$ cat src/rtl/hist_buf_search_if.sv
// Bus bundle for hist_buf_search: sample write, registered read-back and search request/result.
// srch_mask exists only when HIST_BUF_MASK_EN is defined.
interface hist_buf_search_if #(
  parameter int WIDTH = 8,
  parameter int DEPTH = 16
);
  localparam int AW = $clog2(DEPTH);

  logic             wr_en;
  logic [WIDTH-1:0] wr_data;
  logic [AW-1:0]    wr_ptr;
  logic [AW:0]      fill;
  logic             full;
  logic [AW-1:0]    rd_idx;
  logic [WIDTH-1:0] rd_data;
  logic             srch_valid;
  logic             srch_ready;
  logic [WIDTH-1:0] srch_key;
`ifdef HIST_BUF_MASK_EN
  logic [WIDTH-1:0] srch_mask;
`endif
  logic             res_valid;
  logic             res_hit;
  logic [AW-1:0]    res_idx;

`ifdef HIST_BUF_MASK_EN
  modport master (
    output wr_en, wr_data, rd_idx, srch_valid, srch_key, srch_mask,
    input  wr_ptr, fill, full, rd_data, srch_ready, res_valid, res_hit, res_idx
  );
  modport slave (
    input  wr_en, wr_data, rd_idx, srch_valid, srch_key, srch_mask,
    output wr_ptr, fill, full, rd_data, srch_ready, res_valid, res_hit, res_idx
  );
`else
  modport master (
    output wr_en, wr_data, rd_idx, srch_valid, srch_key,
    input  wr_ptr, fill, full, rd_data, srch_ready, res_valid, res_hit, res_idx
  );
  modport slave (
    input  wr_en, wr_data, rd_idx, srch_valid, srch_key,
    output wr_ptr, fill, full, rd_data, srch_ready, res_valid, res_hit, res_idx
  );
`endif
endinterface

$ cat src/rtl/hist_buf_search.sv
// Circular history buffer with fill tracking, registered read-back and a sequential
// membership search engine. Optional compare mask enabled by HIST_BUF_MASK_EN.
module hist_buf_search #(
  parameter int WIDTH = 8,
  parameter int DEPTH = 16,
  parameter int AW    = $clog2(DEPTH)
) (
  input  logic           clk,
  input  logic           rst_n,
  hist_buf_search_if.slave bus
);
  typedef enum logic [1:0] {
    IDLE = 2'd0,
    SCAN = 2'd1,
    DONE = 2'd2
  } state_t;

  localparam logic [AW:0] FILL_MAX = (AW+1)'(DEPTH);

  function automatic logic key_match(input logic [WIDTH-1:0] data,
                                     input logic [WIDTH-1:0] key,
                                     input logic [WIDTH-1:0] mask);
    return (((data ^ key) & mask) == {WIDTH{1'b0}});
  endfunction

  logic [WIDTH-1:0] mem_r [DEPTH];
  logic [AW-1:0]    wr_ptr_r;
  logic [AW:0]      fill_r;
  logic             full_r;
  logic [WIDTH-1:0] rd_data_r;

  state_t           state_r, state_s;
  logic [WIDTH-1:0] key_r;
  logic [WIDTH-1:0] mask_s;
  logic [AW:0]      lim_r;
  logic [AW-1:0]    scan_idx_r;
  logic             hit_r;
  logic [AW-1:0]    hit_idx_r;
  logic             srch_ready_r;
  logic             res_valid_r;
  logic             res_hit_r;
  logic [AW-1:0]    res_idx_r;
  logic             accept_s;
  logic             match_s;
  logic             last_s;

`ifdef HIST_BUF_MASK_EN
  logic [WIDTH-1:0] mask_r;
  assign mask_s = mask_r;
`else
  assign mask_s = {WIDTH{1'b1}};
`endif

  // Sample storage; contents are deliberately left unreset.
  always_ff @(posedge clk) begin
    if (bus.wr_en) begin
      mem_r[wr_ptr_r] <= bus.wr_data;
    end
  end

  // Write pointer, fill level and registered read port.
  always_ff @(posedge clk or negedge rst_n) begin
    if (!rst_n) begin
      wr_ptr_r  <= {AW{1'b0}};
      fill_r    <= {(AW+1){1'b0}};
      full_r    <= 1'b0;
      rd_data_r <= {WIDTH{1'b0}};
    end else begin
      rd_data_r <= mem_r[bus.rd_idx];
      if (bus.wr_en) begin
        wr_ptr_r <= wr_ptr_r + AW'(1'b1);
        if (!full_r) begin
          fill_r <= fill_r + (AW+1)'(1'b1);
          full_r <= (fill_r == (FILL_MAX - (AW+1)'(1'b1)));
        end
      end
    end
  end

  // Search next-state; compare sees the pre-write contents of the scanned entry.
  always_comb begin
    state_s  = state_r;
    accept_s = 1'b0;
    match_s  = key_match(mem_r[scan_idx_r], key_r, mask_s);
    last_s   = ({1'b0, scan_idx_r} == (lim_r - (AW+1)'(1'b1)));
    case (state_r)
      IDLE: begin
        if (bus.srch_valid && srch_ready_r) begin
          accept_s = 1'b1;
          if (fill_r != {(AW+1){1'b0}}) begin
            state_s = SCAN;
          end else begin
            state_s = DONE;
          end
        end else begin
          state_s = IDLE;
        end
      end
      SCAN: begin
        if (match_s || last_s) begin
          state_s = DONE;
        end else begin
          state_s = SCAN;
        end
      end
      DONE:    state_s = IDLE;
      default: state_s = IDLE;
    endcase
  end

  // Search state, request latch, scan progress and result registers.
  always_ff @(posedge clk or negedge rst_n) begin
    if (!rst_n) begin
      state_r      <= IDLE;
      key_r        <= {WIDTH{1'b0}};
`ifdef HIST_BUF_MASK_EN
      mask_r       <= {WIDTH{1'b0}};
`endif
      lim_r        <= {(AW+1){1'b0}};
      scan_idx_r   <= {AW{1'b0}};
      hit_r        <= 1'b0;
      hit_idx_r    <= {AW{1'b0}};
      srch_ready_r <= 1'b1;
      res_valid_r  <= 1'b0;
      res_hit_r    <= 1'b0;
      res_idx_r    <= {AW{1'b0}};
    end else begin
      state_r      <= state_s;
      // Ready stays low through the result cycle, so it returns the cycle after.
      srch_ready_r <= (state_s == IDLE) && (state_r != DONE);
      res_valid_r  <= (state_r == DONE);
      if (state_r == DONE) begin
        res_hit_r <= hit_r;
        res_idx_r <= hit_idx_r;
      end
      if (accept_s) begin
        key_r      <= bus.srch_key;
`ifdef HIST_BUF_MASK_EN
        mask_r     <= bus.srch_mask;
`endif
        lim_r      <= fill_r;
        scan_idx_r <= {AW{1'b0}};
        hit_r      <= 1'b0;
        hit_idx_r  <= {AW{1'b0}};
      end else if (state_r == SCAN) begin
        if (match_s) begin
          hit_r     <= 1'b1;
          hit_idx_r <= scan_idx_r;
        end else begin
          scan_idx_r <= scan_idx_r + AW'(1'b1);
        end
      end
    end
  end

  assign bus.wr_ptr     = wr_ptr_r;
  assign bus.fill       = fill_r;
  assign bus.full       = full_r;
  assign bus.rd_data    = rd_data_r;
  assign bus.srch_ready = srch_ready_r;
  assign bus.res_valid  = res_valid_r;
  assign bus.res_hit    = res_hit_r;
  assign bus.res_idx    = res_idx_r;
endmodule

$ cat src/flat_wrapper.sv
// flat-port wrapper written by rule: the top's interface ports become plain ports
module hist_buf_search_flat 
#(
  parameter int WIDTH = 8,
  parameter int DEPTH = 16,
  parameter int AW    = $clog2(DEPTH)
)
  (clk, rst_n, bus_wr_en, bus_wr_data, bus_rd_idx, bus_srch_valid, bus_srch_key, bus_wr_ptr, bus_fill, bus_full, bus_rd_data, bus_srch_ready, bus_res_valid, bus_res_hit, bus_res_idx);
  hist_buf_search_if #(.WIDTH(WIDTH), .DEPTH(DEPTH)) bus_i ();
  input  logic clk;
  input  logic rst_n;
  input wire logic [$bits(bus_i.wr_en)-1:0] bus_wr_en;
  input wire logic [$bits(bus_i.wr_data)-1:0] bus_wr_data;
  input wire logic [$bits(bus_i.rd_idx)-1:0] bus_rd_idx;
  input wire logic [$bits(bus_i.srch_valid)-1:0] bus_srch_valid;
  input wire logic [$bits(bus_i.srch_key)-1:0] bus_srch_key;
  output wire logic [$bits(bus_i.wr_ptr)-1:0] bus_wr_ptr;
  output wire logic [$bits(bus_i.fill)-1:0] bus_fill;
  output wire logic [$bits(bus_i.full)-1:0] bus_full;
  output wire logic [$bits(bus_i.rd_data)-1:0] bus_rd_data;
  output wire logic [$bits(bus_i.srch_ready)-1:0] bus_srch_ready;
  output wire logic [$bits(bus_i.res_valid)-1:0] bus_res_valid;
  output wire logic [$bits(bus_i.res_hit)-1:0] bus_res_hit;
  output wire logic [$bits(bus_i.res_idx)-1:0] bus_res_idx;
  assign bus_i.wr_en = bus_wr_en;
  assign bus_i.wr_data = bus_wr_data;
  assign bus_i.rd_idx = bus_rd_idx;
  assign bus_i.srch_valid = bus_srch_valid;
  assign bus_i.srch_key = bus_srch_key;
  assign bus_wr_ptr = bus_i.wr_ptr;
  assign bus_fill = bus_i.fill;
  assign bus_full = bus_i.full;
  assign bus_rd_data = bus_i.rd_data;
  assign bus_srch_ready = bus_i.srch_ready;
  assign bus_res_valid = bus_i.res_valid;
  assign bus_res_hit = bus_i.res_hit;
  assign bus_res_idx = bus_i.res_idx;
  hist_buf_search #(.WIDTH(WIDTH), .DEPTH(DEPTH), .AW(AW)) u_core (.clk(clk), .rst_n(rst_n), .bus(bus_i));
endmodule
$ cat config.mk
export PLATFORM = sky130hd
export DESIGN_NAME = hist_buf_search_flat
export DESIGN_NICKNAME = d
export VERILOG_FILES = /design/src/rtl/hist_buf_search_if.sv /design/src/rtl/hist_buf_search.sv /design/src/flat_wrapper.sv
export SDC_FILE = /design/constraint.sdc
export NUM_CORES = 1
export LEC_CHECK = 0
export CAP_MARGIN = 20
export CORE_MARGIN = 1.5
export CORE_UTILIZATION = 60
export DETAILED_ROUTE_END_ITERATION = 8
export GPL_TIMING_DRIVEN = 0
export PLACE_DENSITY_LB_ADDON = 0.2
export SLEW_MARGIN = 20
export SYNTH_ARGS = -nofsm -noshare
export SYNTH_HDL_FRONTEND = slang
export SYNTH_SLANG_ARGS = --single-unit
$ cat constraint.sdc
create_clock -name clk -period 8 [get_ports clk]
set_clock_uncertainty 0.1 [all_clocks]
set_input_delay 1.2 -clock clk [delete_from_list [all_inputs] [get_ports clk]]
set_output_delay 1.2 -clock clk [all_outputs]
set_load 0.1 [all_outputs]
==> results of run 1 <==
[flip-flops by register name, summed over array words and instances (netlist names), 4 cells and up]
register and flops:
u_core.hit_idx_r 4, u_core.lim_r 5, u_core.bus.wr_ptr 4, u_core.bus.res_idx 4, u_core.scan_idx_r 4, u_core.bus.rd_data 8, u_core.key_r 8, u_core.bus.fill 5
u_core.mem_r 128
[worst max-delay path, cell delays in order (launching register included)]
cell      delay [ns]
dfrtp_1         0.38
clkbuf_1        0.43
buf_1           0.67
mux4_2          0.42
mux2i_1         0.24
mux2i_1         0.14
xnor2_1         0.42
nand3_4         0.20
nor3b_4         0.42
mux2i_1         0.23
[kinds of logic after synthesis]
kind of cell,count (synthesis),synth area share
adders and majority gates,9,0.0137
and+or+nand+nor,112,0.0682
DFF,177,0.619
muxes,100,0.235
xor gates and xnor gates,16,0.0180
AOI/OAI and AO/OA,27,0.0255
buffers and inverters,41,0.0205
[metal layers]
| layer | routed length (um) | global-route usage | up-vias |
|---|---|---|---|
| li1 | - | - | 2056 |
| met1 | 7380 | 0.376 | 2533 |
| met2 | 10700 | 0.528 | 242 |
| met3 | 1220 | 0.0490 | 34 |
| met4 | 443 | 0.117 | 0 |
| met5 | 0 | 0 | - |
[worst max path at each step]
stage / start / end / slack, ns / depth (start not counted)
2_1_floorplan: bus_rd_idx[0] / u_core.bus.rd_data[0] / 4.80 / 4
3_3_place_gp: rst_n / u_core.bus.rd_data[2] / 4.15 / 1
3_5_place_dp: bus_rd_idx[0] / u_core.bus.rd_data[7] / 4.26 / 4
4_1_cts: u_core.scan_idx_r[1] / u_core.hit_idx_r[0] / 4.28 / 9
5_1_grt: u_core.scan_idx_r[1] / u_core.hit_idx_r[1] / 4.09 / 9
6_report: u_core.scan_idx_r[1] / u_core.hit_idx_r[3] / 4.25 / 9
[cell type report]
| cell class | count | area, um^2 |
|---|---|---|
| inverters | 12 | 45.0 |
| flip-flops and latches | 177 | 5070 |
| fillers | 829 | 3780 |
| plain buffers | 29 | 126 |
| well taps | 176 | 220 |
| clock inverters | 15 | 151 |
| multi-input cells | 264 | 2990 |
| clock buffers | 17 | 425 |
| repair buffers | 48 | 483 |
[Yosys cell counts (3+ instances only)]
library cell / instances / area, um^2
edfxtp_1: 128 / 3840
mux4_2: 71 / 1600
nand2_1: 51 / 191
dfrtp_1: 48 / 1200
mux2i_1: 21 / 210
clkbuf_1: 18 / 67.6
nor2_1: 16 / 60.1
xnor2_1: 13 / 114
inv_1: 11 / 41.3
ha_1: 9 / 113
o21ai_0: 8 / 40.0
buf_1: 7 / 26.3
nand4_1: 7 / 43.8
mux2_2: 6 / 67.6
nand2b_1: 6 / 37.5
nor3_1: 6 / 30.0
and3_1: 5 / 31.3
nand3_1: 5 / 25.0
nor2b_1: 3 / 18.8
or3_1: 3 / 18.8
[power by group through the flow]
stage | combinational, mW | sequential [mW] | clock [mW]
5_1_grt | 1.45 | 1.28 | 0.850
3_5_place_dp | 1.37 | 1.27 | 0
6_report | 1.38 | 1.26 | 0.806
3_3_place_gp | 1.32 | 1.26 | 0
2_1_floorplan | 0.754 | 1.52 | 0
4_1_cts | 1.38 | 1.26 | 0.811
[metrics by stage]
stage,instance area (um^2),power (mW),utilization,worst slack (ns),hold WS (ns)
after floorplan,8200,2.27,-,4.80,0.359
after global placement,8860,2.59,0.666,4.15,0.361
after detailed placement,8930,2.64,0.672,4.26,0.385
after CTS,9510,3.45,0.715,4.28,0.400
after global routing,9510,3.58,0.715,4.09,0.426
final,9510,3.45,0.715,4.25,0.395
==> impl_metrics.yaml, run 1 <==
min_path:
  min-delay-path-class: "flip-flop to flip-flop"
  min_path_cells: 1
  worstHoldStart: "u_core.hit_r"
  hold_end: "u_core.hit_r"
logic_synthesis:
  ys.flop_type: "edfxtp_1"
  netlist_area_um2: 8200
  synth_enable_flop_cells: 128
  synth_warnings: 0
  avgSynthCellArea_um2: 17.0
  synth_nets: 515
  yosys_register_bits: 177
  synthDistinctLibCells: 54
  ys_seq_area_frac: 0.619
  synth_cells: 482
  async_flop_share: 0.277
timing:
  fin_crit_sh: 0.468
  max_slew_margin: 0.237
  max_freq_mhz: 267
  finalSetupViolations: 0
  tightest_slew_ns: 1.14
  finalMaxSlewViolations: 0
  tns_ns: 0
  min_period_ns: 3.75
  rsz0062_at_grt: "no"
  finalHoldViolations: 0
pwr:
  peakVddDrop_v: 0.000231
  swShare: 0.393
  p_sw_mw: 1.35
  p_seq_frac: 0.366
  intPower_mw: 2.09
  leakagePower_nw: 3.36
  power_frac_clock: 0.234
  pwr_density_cell_nw_per_um2: 362
  p_comb_frac: 0.401
critical_path:
  endpoint_kind: "flip-flop"
  crit_type: "flip-flop to flip-flop"
  arrival_ns: 4.00
  reg2reg_depth: 9
  r2r_end: "u_core.hit_idx_r[3]"
  reg2reg_slack_ns: 4.25
  reg2reg_from: "u_core.scan_idx_r[1]"
  path_max_fanout: 10
  required_ns: 8.25
  start_kind: "flip-flop"
final_layout:
  antenna_cells: 0
  final_common_cell: "edfxtp_1"
  drive_above_1_share: 0.246
  layout.cells.non_filler: 738
  fin_nets: 582
  area_growth_pct: 16.0
  layout_common_cells: "edfxtp_1 (128), mux4_2 (71), nand2_1 (51), dfrtp_1 (48), clkdlybuf4s50_1 (43)"
clock_tree:
  clockBufferDepth: 2
  cts-root-buf: "clkbuf_16"
  htree_levels: 4
  cts_sinks: 177
  cts_setup_buffers: 0
  insertion_delay_ns: 0.43
  ctsResizeCount: 0
  cts_buffers: 17
  cts_hold_buf: 0
  cts_tree: "yes"
  clk_pin_slew_ns: 0.07
detailed_routing:
  ant_nets: 0
  avgRoutedWirePerCell_um: 26.7
  vias_per_cell: 6.59
  initialDrtViolationCount: 554
  vias: 4865
  drt_wl_total_um: 19700
  drc: 0
  dr.pass1.iters: 5
run_status:
  status: "finished, final reports clean"
die:
  die_y_um: 120
  die_w_um: 120
  coreArea_um2: 13300
  die_area_um2: 14400
  pin_count: 49
  rows: 42
  start_util: 0.617
grt:
  grt_overflow_total: 0
  grt_use_total: 0.300
  grt_pass1_vias: 5028
  antenna_found_initial: 0
  grt_max_degree: 50
  grt_pass1_wl_um: 30400
flow_run:
  drv_cap: 0
placement:
  dp_cells: 706
  port_buffers: 44
  place_hpwl_um: 13000
  gp_congestion: 0.858
Power figures use the tool's default switching activity.
==> run 2, diff against run 1 <==
--- a/config.mk
+++ b/config.mk
@@ -7,7 +7,7 @@
 export LEC_CHECK = 0
 export CAP_MARGIN = 20
 export CORE_MARGIN = 1.5
-export CORE_UTILIZATION = 60
+export CORE_UTILIZATION = 54
 export DETAILED_ROUTE_END_ITERATION = 8
 export GPL_TIMING_DRIVEN = 0
 export PLACE_DENSITY_LB_ADDON = 0.2
==> constraint.sdc (replaced) <==
create_clock -name clk -period 3.1 [get_ports clk]
set_clock_uncertainty 0.1 [all_clocks]
set_input_delay 0.465 -clock clk [delete_from_list [all_inputs] [get_ports clk]]
set_output_delay 0.465 -clock clk [all_outputs]
set_load 0.1 [all_outputs]
==> run 2 against run 1 <==
  * Total power increased to 2.6 times the previous value
  * Combinational power increased to 2.6 times the previous value
  * Sequential power increased to 2.6 times the previous value
  * Non-clock buffer count increased by 6
  * Register-to-register slack got worse by 4.2 ns
  * Via count decreased by 0.14%
  * Global-route usage decreased by 3.7 points
  * Critical path depth unchanged
  * Design area increased by 1.3%
  * Hold slack got worse by 0.051 ns
  * Clock power increased to 2.7 times the previous value
  * Core utilization decreased by 6.0 points
  * Largest power group unchanged
==> impl_metrics.yaml, run 2 (synthesis results as in run 1) <==
die:
  start_util: 0.558
  coreArea_um2: 14700
  pin_count: 49
  die_area_um2: 15900
  die_y_um: 126
  rows: 44
  die_w_um: 126
clock_tree:
  cts_sinks: 177
  cts-root-buf: "clkbuf_16"
  clk_pin_slew_ns: 0.07
  insertion_delay_ns: 0.44
  cts_tree: "yes"
  htree_levels: 4
  clockBufferDepth: 2
  cts_buffers: 17
detailed_routing:
  drc: 0
  dr.pass1.iters: 5
  initialDrtViolationCount: 519
  avgRoutedWirePerCell_um: 26.0
  ant_nets: 0
  vias_per_cell: 6.46
  vias: 4858
  drt_wl_total_um: 19500
flow_run:
  drv_cap: 0
grt:
  grt_max_degree: 50
  grt_pass1_wl_um: 29800
  antenna_found_initial: 0
  grt_overflow_total: 0
  grt_use_total: 0.263
  grt_pass1_vias: 4887
final_layout:
  fin_nets: 588
  layout_common_cells: "edfxtp_1 (128), mux4_2 (71), nand2_1 (51), dfrtp_1 (46), clkdlybuf4s50_1 (43)"
  multiInputGateArea_um2: 2990
  largest_reg_flops: 128
  largest-register: "u_core.mem_r"
  drive_above_1_share: 0.266
  fill_cells: 1003
  area_growth_pct: 17.6
  post-route-util: 0.656
  regArea_um2: 5070
  final_common_cell: "edfxtp_1"
  antenna_cells: 0
critical_path:
  path_delay_family: "multiplexers"
  required_ns: 3.35
  crit_chain: "buf_12 -> mux4_1 -> mux4_2 -> xor2_1 -> a31oi_4 -> nand3_4 -> nor3b_4 -> buf_4 -> mux2i_1"
  critPathSlowestCell: "mux4_1"
  start_kind: "flip-flop"
  path_max_fanout: 10
  arrival_ns: 3.28
  worst-path-buf-inv: 2
  cp_slowest_stage_delay_ns: 0.56
  crit_type: "flip-flop to flip-flop"
  endpoint_kind: "flip-flop"
pwr:
  p_sw_mw: 3.52
  p_comb_frac: 0.397
  power.total_mw: 9.05
  intPower_mw: 5.53
  leakagePower_nw: 3.45
  peakVddDrop_v: 0.000511
  p_seq_frac: 0.364
  power_frac_clock: 0.239
  swShare: 0.389
  pwr_density_cell_nw_per_um2: 939
timing:
  min_period_ns: 3.03
  tns_ns: 0
  finalMaxSlewViolations: 0
  tightest_slew_ns: 1.13
  finalHoldViolations: 0
  rsz0062_at_grt: "no"
  max_slew_margin: 0.247
  finalSetupViolations: 0
  max_freq_mhz: 331
  fin_crit_sh: 0.976
placement:
  port_buffers: 44
  place_hpwl_um: 13000
  gp_congestion: 0.819
run_status:
  status: "finished, final reports clean"
min_path:
  min-delay-path-class: "input pin to flip-flop"
[run 2: layout make-up]
cell class	instances	share of cell area
plain buffers	27	0.0153
repair buffers	56	0.0574
clock inverters	12	0.0142
flip-flops and latches	177	0.527
inverters	12	0.00467
clock buffers	20	0.0474
multi-input cells	264	0.311
well taps	184	0.0239
[run 2: power groups by stage]
stage	registers [mW]	clock network (mW)	logic [mW]
4_1_cts	3.28	2.18	3.54
6_report	3.29	2.16	3.59
3_5_place_dp	3.28	0	3.54
3_3_place_gp	3.26	0	3.43
5_1_grt	3.34	2.28	3.80
2_1_floorplan	3.91	0	1.94
[run 2: worst paths after layout]
path / cells after the start / slack [ns] / from / to
max: 9 / 0.07 / u_core.scan_idx_r[0] / u_core.hit_idx_r[3]
min: 3 / 0.34 / bus_wr_en / u_core.bus.wr_ptr[1]
max reg2reg: 9 / 0.07 / u_core.scan_idx_r[0] / u_core.hit_idx_r[3]
min reg2reg: 1 / 0.38 / u_core.bus.full / u_core.bus.full
max in group asynchronous: 2 / 1.93 / rst_n / u_core.scan_idx_r[0]
min in group asynchronous: 2 / 0.51 / rst_n / u_core.key_r[4]
[run 2: worst reg2reg max path: cells and delay by family (launching register included)]
kind / cells / cell delay, ns
mux: 3 / 1.26
flops: 1 / 0.42
simple gates: 2 / 0.39
buf+inv: 2 / 0.35
compound gates: 1 / 0.23
xor+xnor: 1 / 0.18
[run 2: routing by layer]
layer / routed length [um] / GRT usage
met1: 7700 / 0.349
met2: 9980 / 0.439
met3: 1430 / 0.0573
met4: 413 / 0.0886
met5: 0 / 0
[run 2: per-stage QoR]
stage,worst slack (ns),hold WS (ns),area [um^2],instances
6_report,0.0743,0.344,9640,752
5_1_grt,0.00164,0.379,9640,752
4_1_cts,0.000961,0.343,9580,748
3_5_place_dp,-0.551,0.372,8940,715
3_3_place_gp,-0.562,0.361,8870,710
2_1_floorplan,0.360,0.0694,8200,482
[run 2: timing repair]
action | 4_1_cts | 5_1_grt
hold buffers | 1 | 0
gates cloned | 0 | 0
buffers inserted | 2 | 3
endpoints found under the hold margin | 48 | 0
resized for setup | 9 | 6
pin swaps | 1 | 1
endpoints found under the setup margin | 11 | 9
